File: src/rtl/alu_if.sv
// Operand/op request and result/flag response channels of the sequential ALU.
interface alu_if #(parameter int WIDTH = 8);
  logic             in_valid;
  logic             in_ready;
  logic [WIDTH-1:0] a;
  logic [WIDTH-1:0] b;
  logic [3:0]       op;
  logic             out_valid;
  logic             out_ready;
  logic [WIDTH-1:0] result;
  logic             carry;
  logic             zero;
  logic             overflow;
  logic             negative;

  modport master (
    output in_valid, a, b, op, out_ready,
    input  in_ready, out_valid, result, carry, zero, overflow, negative
  );

  modport slave (
    input  in_valid, a, b, op, out_ready,
    output in_ready, out_valid, result, carry, zero, overflow, negative
  );
endinterface

File: src/rtl/alu_seq.sv
// Sequential ALU with valid/ready handshakes: single-cycle ops plus a shift-add MUL
// that takes WIDTH cycles. Results and flags are registered and held in HOLD.
module alu_seq #(
  parameter int WIDTH  = 8,
  parameter int MUL_EN = 1
) (
  input logic   clk,
  input logic   rst,
  alu_if.slave  bus
);
  localparam int MSB = WIDTH - 1;
  localparam int CW  = $clog2(WIDTH);

  localparam logic [3:0] OP_ADD = 4'd0;
  localparam logic [3:0] OP_SUB = 4'd1;
  localparam logic [3:0] OP_AND = 4'd2;
  localparam logic [3:0] OP_OR  = 4'd3;
  localparam logic [3:0] OP_XOR = 4'd4;
  localparam logic [3:0] OP_NOT = 4'd5;
  localparam logic [3:0] OP_SHL = 4'd6;
  localparam logic [3:0] OP_SHR = 4'd7;
  localparam logic [3:0] OP_ADC = 4'd8;
  localparam logic [3:0] OP_SBB = 4'd9;
  localparam logic [3:0] OP_MUL = 4'd10;

  typedef enum logic [1:0] {IDLE, BUSY, HOLD} state_t;

  state_t             state;
  logic               c_reg;
  logic [WIDTH-1:0]   res_q;
  logic               carry_q, zero_q, ovf_q, neg_q;
  logic [2*WIDTH-1:0] acc, mcand, acc_nxt;
  logic [WIDTH-1:0]   mplier;
  logic [CW-1:0]      cnt;
  logic               accept, is_mul;

  logic [WIDTH:0]     ext;
  logic [WIDTH-1:0]   alu_r;
  logic               alu_c, alu_v;

  assign bus.in_ready  = (state == IDLE) || (state == HOLD && bus.out_ready);
  assign bus.out_valid = (state == HOLD);
  assign bus.result    = res_q;
  assign bus.carry     = carry_q;
  assign bus.zero      = zero_q;
  assign bus.overflow  = ovf_q;
  assign bus.negative  = neg_q;

  assign accept  = bus.in_valid && bus.in_ready;
  assign is_mul  = (MUL_EN != 0) && (bus.op == OP_MUL);
  assign acc_nxt = acc + (mplier[0] ? mcand : '0);

  // Single-cycle datapath; ADC/SBB fold in the carry register as it stands at accept.
  always_comb begin
    ext   = '0;
    alu_r = '0;
    alu_c = 1'b0;
    alu_v = 1'b0;
    case (bus.op)
      OP_ADD, OP_ADC: begin
        ext   = {1'b0, bus.a} + {1'b0, bus.b} + {{WIDTH{1'b0}}, (bus.op == OP_ADC) && c_reg};
        alu_r = ext[MSB:0];
        alu_c = ext[WIDTH];
        alu_v = (bus.a[MSB] == bus.b[MSB]) && (alu_r[MSB] != bus.a[MSB]);
      end
      OP_SUB, OP_SBB: begin
        ext   = {1'b0, bus.a} - {1'b0, bus.b} - {{WIDTH{1'b0}}, (bus.op == OP_SBB) && c_reg};
        alu_r = ext[MSB:0];
        alu_c = ext[WIDTH];
        alu_v = (bus.a[MSB] != bus.b[MSB]) && (alu_r[MSB] != bus.a[MSB]);
      end
      OP_AND: alu_r = bus.a & bus.b;
      OP_OR:  alu_r = bus.a | bus.b;
      OP_XOR: alu_r = bus.a ^ bus.b;
      OP_NOT: alu_r = ~bus.a;
      OP_SHL: begin
        alu_r = {bus.a[MSB-1:0], 1'b0};
        alu_c = bus.a[MSB];
      end
      OP_SHR: begin
        alu_r = {1'b0, bus.a[MSB:1]};
        alu_c = bus.a[0];
      end
      default: ;
    endcase
  end

  always_ff @(posedge clk or posedge rst) begin
    if (rst) begin
      state   <= IDLE;
      c_reg   <= 1'b0;
      res_q   <= '0;
      carry_q <= 1'b0;
      zero_q  <= 1'b0;
      ovf_q   <= 1'b0;
      neg_q   <= 1'b0;
      acc     <= '0;
      mcand   <= '0;
      mplier  <= '0;
      cnt     <= '0;
    end else begin
      case (state)
        IDLE, HOLD: begin
          if (accept) begin
            if (is_mul) begin
              state  <= BUSY;
              acc    <= '0;
              mcand  <= {{WIDTH{1'b0}}, bus.a};
              mplier <= bus.b;
              cnt    <= '0;
            end else begin
              state   <= HOLD;
              res_q   <= alu_r;
              carry_q <= alu_c;
              ovf_q   <= alu_v;
              zero_q  <= (alu_r == '0);
              neg_q   <= alu_r[MSB];
              c_reg   <= alu_c;
            end
          end else if (state == HOLD && bus.out_ready) begin
            state <= IDLE;
          end
        end
        BUSY: begin
          acc    <= acc_nxt;
          mcand  <= mcand << 1;
          mplier <= mplier >> 1;
          cnt    <= cnt + 1'b1;
          // Last partial product: acc_nxt already holds the full 2*WIDTH-bit product.
          if (cnt == CW'(WIDTH - 1)) begin
            state   <= HOLD;
            res_q   <= acc_nxt[MSB:0];
            carry_q <= |acc_nxt[2*WIDTH-1:WIDTH];
            ovf_q   <= 1'b0;
            zero_q  <= (acc_nxt[MSB:0] == '0);
            neg_q   <= acc_nxt[MSB];
            c_reg   <= |acc_nxt[2*WIDTH-1:WIDTH];
          end
        end
        default: state <= IDLE;
      endcase
    end
  end
endmodule

File: src/flat_wrapper.sv
// flat-port wrapper written by rule: the top's interface ports become plain ports
module alu_seq_flat 
#(
  parameter int WIDTH  = 8,
  parameter int MUL_EN = 1
)
  (clk, rst, bus_in_valid, bus_a, bus_b, bus_op, bus_out_ready, bus_in_ready, bus_out_valid, bus_result, bus_carry, bus_zero, bus_overflow, bus_negative);
  alu_if #(.WIDTH(WIDTH)) bus_i ();
  input logic clk;
  input logic rst;
  input wire logic [$bits(bus_i.in_valid)-1:0] bus_in_valid;
  input wire logic [$bits(bus_i.a)-1:0] bus_a;
  input wire logic [$bits(bus_i.b)-1:0] bus_b;
  input wire logic [$bits(bus_i.op)-1:0] bus_op;
  input wire logic [$bits(bus_i.out_ready)-1:0] bus_out_ready;
  output wire logic [$bits(bus_i.in_ready)-1:0] bus_in_ready;
  output wire logic [$bits(bus_i.out_valid)-1:0] bus_out_valid;
  output wire logic [$bits(bus_i.result)-1:0] bus_result;
  output wire logic [$bits(bus_i.carry)-1:0] bus_carry;
  output wire logic [$bits(bus_i.zero)-1:0] bus_zero;
  output wire logic [$bits(bus_i.overflow)-1:0] bus_overflow;
  output wire logic [$bits(bus_i.negative)-1:0] bus_negative;
  assign bus_i.in_valid = bus_in_valid;
  assign bus_i.a = bus_a;
  assign bus_i.b = bus_b;
  assign bus_i.op = bus_op;
  assign bus_i.out_ready = bus_out_ready;
  assign bus_in_ready = bus_i.in_ready;
  assign bus_out_valid = bus_i.out_valid;
  assign bus_result = bus_i.result;
  assign bus_carry = bus_i.carry;
  assign bus_zero = bus_i.zero;
  assign bus_overflow = bus_i.overflow;
  assign bus_negative = bus_i.negative;
  alu_seq #(.WIDTH(WIDTH), .MUL_EN(MUL_EN)) u_core (.clk(clk), .rst(rst), .bus(bus_i));
endmodule
File: config.mk
export PLATFORM = sky130hd
export DESIGN_NAME = alu_seq_flat
export DESIGN_NICKNAME = d
export VERILOG_FILES = /design/src/rtl/alu_if.sv /design/src/rtl/alu_seq.sv /design/src/flat_wrapper.sv
export SDC_FILE = /design/constraint.sdc
export NUM_CORES = 1
export LEC_CHECK = 0
export CORE_ASPECT_RATIO = 0.9
export CORE_MARGIN = 8
export CORE_UTILIZATION = 50
export CTS_BUF_LIST = sky130_fd_sc_hd__clkbuf_4
export CTS_CLUSTER_DIAMETER = 30
export DETAILED_ROUTE_END_ITERATION = 12
export DONT_BUFFER_PORTS = 1
export GPL_TIMING_DRIVEN = 0
export PLACE_DENSITY = 0.68
export SYNTH_ARGS = -nofsm -noshare
export SYNTH_HDL_FRONTEND = slang
export SYNTH_SLANG_ARGS = --single-unit
File: constraint.sdc
create_clock -name clk -period 3.2 [get_ports clk]
set_input_delay 0.8 -clock clk [delete_from_list [all_inputs] [get_ports clk]]
set_output_delay 0.8 -clock clk [all_outputs]
set_load 0.05 [all_outputs]
==> out/metrics.csv <==
stage,metric,value,unit
finish,drive_gt1_frac,0.133,
floorplan,placeableCoreArea,0.00904,mm²
global_route,grt_pass1_vias,4045,
finish,reg_top3,"u_core.acc x16, u_core.mcand x16",
hold_path,min_path_type,primary input to async pin,
drt,first_pass_iters,7,
worst_setup_path,path_max_fanout,2,
worst_setup_path,r2r_end,u_core.c_reg,
placement,port-buffer-count,0,
clock_tree,cts-root-buf,clkbuf_4,
pwr,leakage,2.37,nW
synthesis,synth_common_cells,"nand2_1, dfrtp_1, ha_1",
clock_tree,ctsHoldBuffers,0,
synthesis,syn-cell-area,0.00462,mm²
synthesis,ys.flop_type,dfrtp_1,
synthesis,netlist_instances,559,
sta,fin_crit,3200,ps
drt,drtAntennaViolNets,0,
sta,fin_skew,31.6,ps
synthesis,synth.net_count,635,
synthesis,yosysMostFrequentCell,nand2_1,
sta,grt_setup_unrepaired,true,
global_route,grt_usage,0.215,
synthesis,yosysWarnings,0,
run_status,outcome,"finished, violations left",
pwr,power.total,0.00362,W
drt,drcViolationCount,0,
drt,first_iter_violations,348,
synthesis,synth_top_area_cell,dfrtp_1,
sta,finalSetupTns,-1.71,ps
sta,worst_slack,-1.71,ps
flow_run,cap_violations,0,
drt,vias_per_cell,6.01,
worst_setup_path,worst-r2r-setup-slack,70,ps
pwr,power_density,688,mW/mm²
finish,insertedDiodeCount,0,
worst_setup_path,crit_required,3500,ps
sta,finalSetupViolations,1,
sta,whs,265,ps
global_route,antenna_found_initial,0,
worst_setup_path,r2r_cells,11,
synthesis,ys_ff_latch,56,
global_route,gr-total-overflow,0,
drt,vias,4222,
sta,finalHoldViolCount,0,
placement,dp_hpwl,10.3,mm
drt,wl,13.4,mm
sta,slew_violations,0,
sta,tightestPinTransition,1310,ps
floorplan,initial_core_util,0.511,
synthesis,ys_seq_area_frac,0.303,
floorplan,die_x,117,µm
sta,timing.final.crit_share,1.00,
synthesis,synth_area_per_cell,8.27,µm²
floorplan,fp.dieH,107,µm
pwr,ir_drop,379,µV
worst_setup_path,crit_type,primary input to flop,
worst_setup_path,reg2reg_from,u_core.mplier[0],
finish,num-nets-final,655,
floorplan,rows,33,
placement,globalplace.congestion,0.963,
sta,relSlewSlack,0.124,
global_route,grt_pass1_wl,22.0,mm
run_status,violations,setup timing,
floorplan,ios,38,
worst_setup_path,cp-end-kind,flop,
worst_setup_path,cp.arrival,3510,ps
finish,nFillCells,821,
worst_setup_path,startpoint,bus_op[0],
clock_tree,cts_tree,done,
global_route,grt_max_degree,38,
worst_setup_path,endpoint,u_core.bus.result[7],
clock_tree,htreeDepth,2,
clock_tree,cts_buffers,5,
drt,wire_per_inst,19.1,µm
placement,pre_cts_ws,-911,ps
finish,syn_to_final_growth,13.8,%
clock_tree,cts_sinks,56,
synthesis,async_reset_ff_frac,1.00,
clock_tree,clock_path_buffers,2,
synthesis,synth-edff-count,0,
clock_tree,clock_latency,390,ps
sta,fmax,312,MHz
floorplan,fp.dieArea,0.0126,mm²
synthesis,synth.distinct_cells,59,
worst_setup_path,critPathLaunchType,primary input,
synthesis,synth_top_cell_area_share,0.303,
clock_tree,cts.reportedPaths.clkPinSlew,180,ps
synthesis,ys_top_cells_by_area,"dfrtp_1, ha_1, nand2_1",
==> worst min path at each step <==
stage | startpoint | to | slack [ps] | cells after the start
after detailed placement | u_core.mcand[7] | u_core.mcand[8] | 500 | 2
after global placement | u_core.mcand[13] | u_core.mcand[14] | 480 | 2
after global routing | rst | u_core.acc[9] | 280 | 1
after floorplan | u_core.acc[7] | u_core.acc[7] | 450 | 2
after CTS | rst | u_core.acc[9] | 280 | 1
final | rst | u_core.acc[9] | 270 | 1
==> critical path: stages <==
cell	delay, ps
buf_12	90
inv_12	30
nor3_4	230
nand3_2	110
fa_2	560
inv_2	40
ha_4	150
o21ai_4	200
a211oi_2	110
a31oi_1	200
xor2_1	300
nor2_2	100
a311oi_2	310
o211ai_1	140
o21a_1	120
==> stage by stage <==
stage / util / std cells / cell area (µm²)
global route: 0.581 / 702 / 5260
CTS: 0.565 / 698 / 5100
finish: 0.581 / 702 / 5260
floorplan: - / 559 / 4690
detailed placement: 0.538 / 682 / 4870
global placement: 0.536 / 681 / 4850
==> kinds of logic after synthesis <==
| logic type | synth area share |
|---|---|
| buffers and inverters | 0.0468 |
| AO/OA/AOI/OAI | 0.220 |
| flip-flops | 0.303 |
| multiplexers | 0.0292 |
| adder cells (fa/ha/maj) | 0.149 |
| XOR/XNOR | 0.0436 |
| AND/OR/NAND/NOR | 0.208 |
==> routing by layer <==
metal  track usage  up-vias  wire (µm)  share of wire
met5             0        -          0              0
met4        0.0407        0        131         0.0098
met3        0.0504       10       1010          0.075
met2         0.322      132       5820           0.43
met1         0.308     2066       6440           0.48
li1              -     2014          -              -
==> area by class of cell <==
type / count / area (µm²) / area share
clock inverter: 1 / 8.76 / 0.00167
inverter: 29 / 121 / 0.0231
multi-input combinational: 448 / 3250 / 0.618
sequential: 56 / 1400 / 0.267
timing repair buffer: 14 / 118 / 0.0224
buffer: 25 / 150 / 0.0286
tap: 122 / 153 / 0.0290
clock buffer: 7 / 52.6 / 0.0100
==> layout by cell type (no fill, tap or decap), drive strengths merged, types with 3 or more instances in the layout <==
cell	synthesis	final
nand2	82	82
dfrtp	56	56
o21ai	49	49
ha	47	47
nor2	41	41
inv	29	29
a21oi	27	27
clkbuf	19	26
nand3	23	23
buf	7	20
a31oi	19	19
and2	17	17
xnor2	12	12
a21o	11	11
xor2	11	11
nor3	11	11
mux2i	9	9
a22o	7	7
nand2b	6	6
o211ai	6	6
nor2b	6	6
o21a	5	5
fa	5	5
and3	5	5
a211oi	5	5
a221oi	4	4
mux2	4	4
o21bai	3	3
a32oi	3	3
nor4	3	3
==> report_power, final <==
group          internal, W  switching [W]
Clock             0.000106       0.000232
Sequential        0.000978       0.000322
Combinational     0.000832        0.00115
Total              0.00192        0.00170
==> repair_timing <==
item                       4_1_cts  5_1_grt
resized for setup               23       23
pin swaps                       17       10
setup buffers                    9        4
setup endpoints to repair        8        7
(Power assumes the default switching activity.)
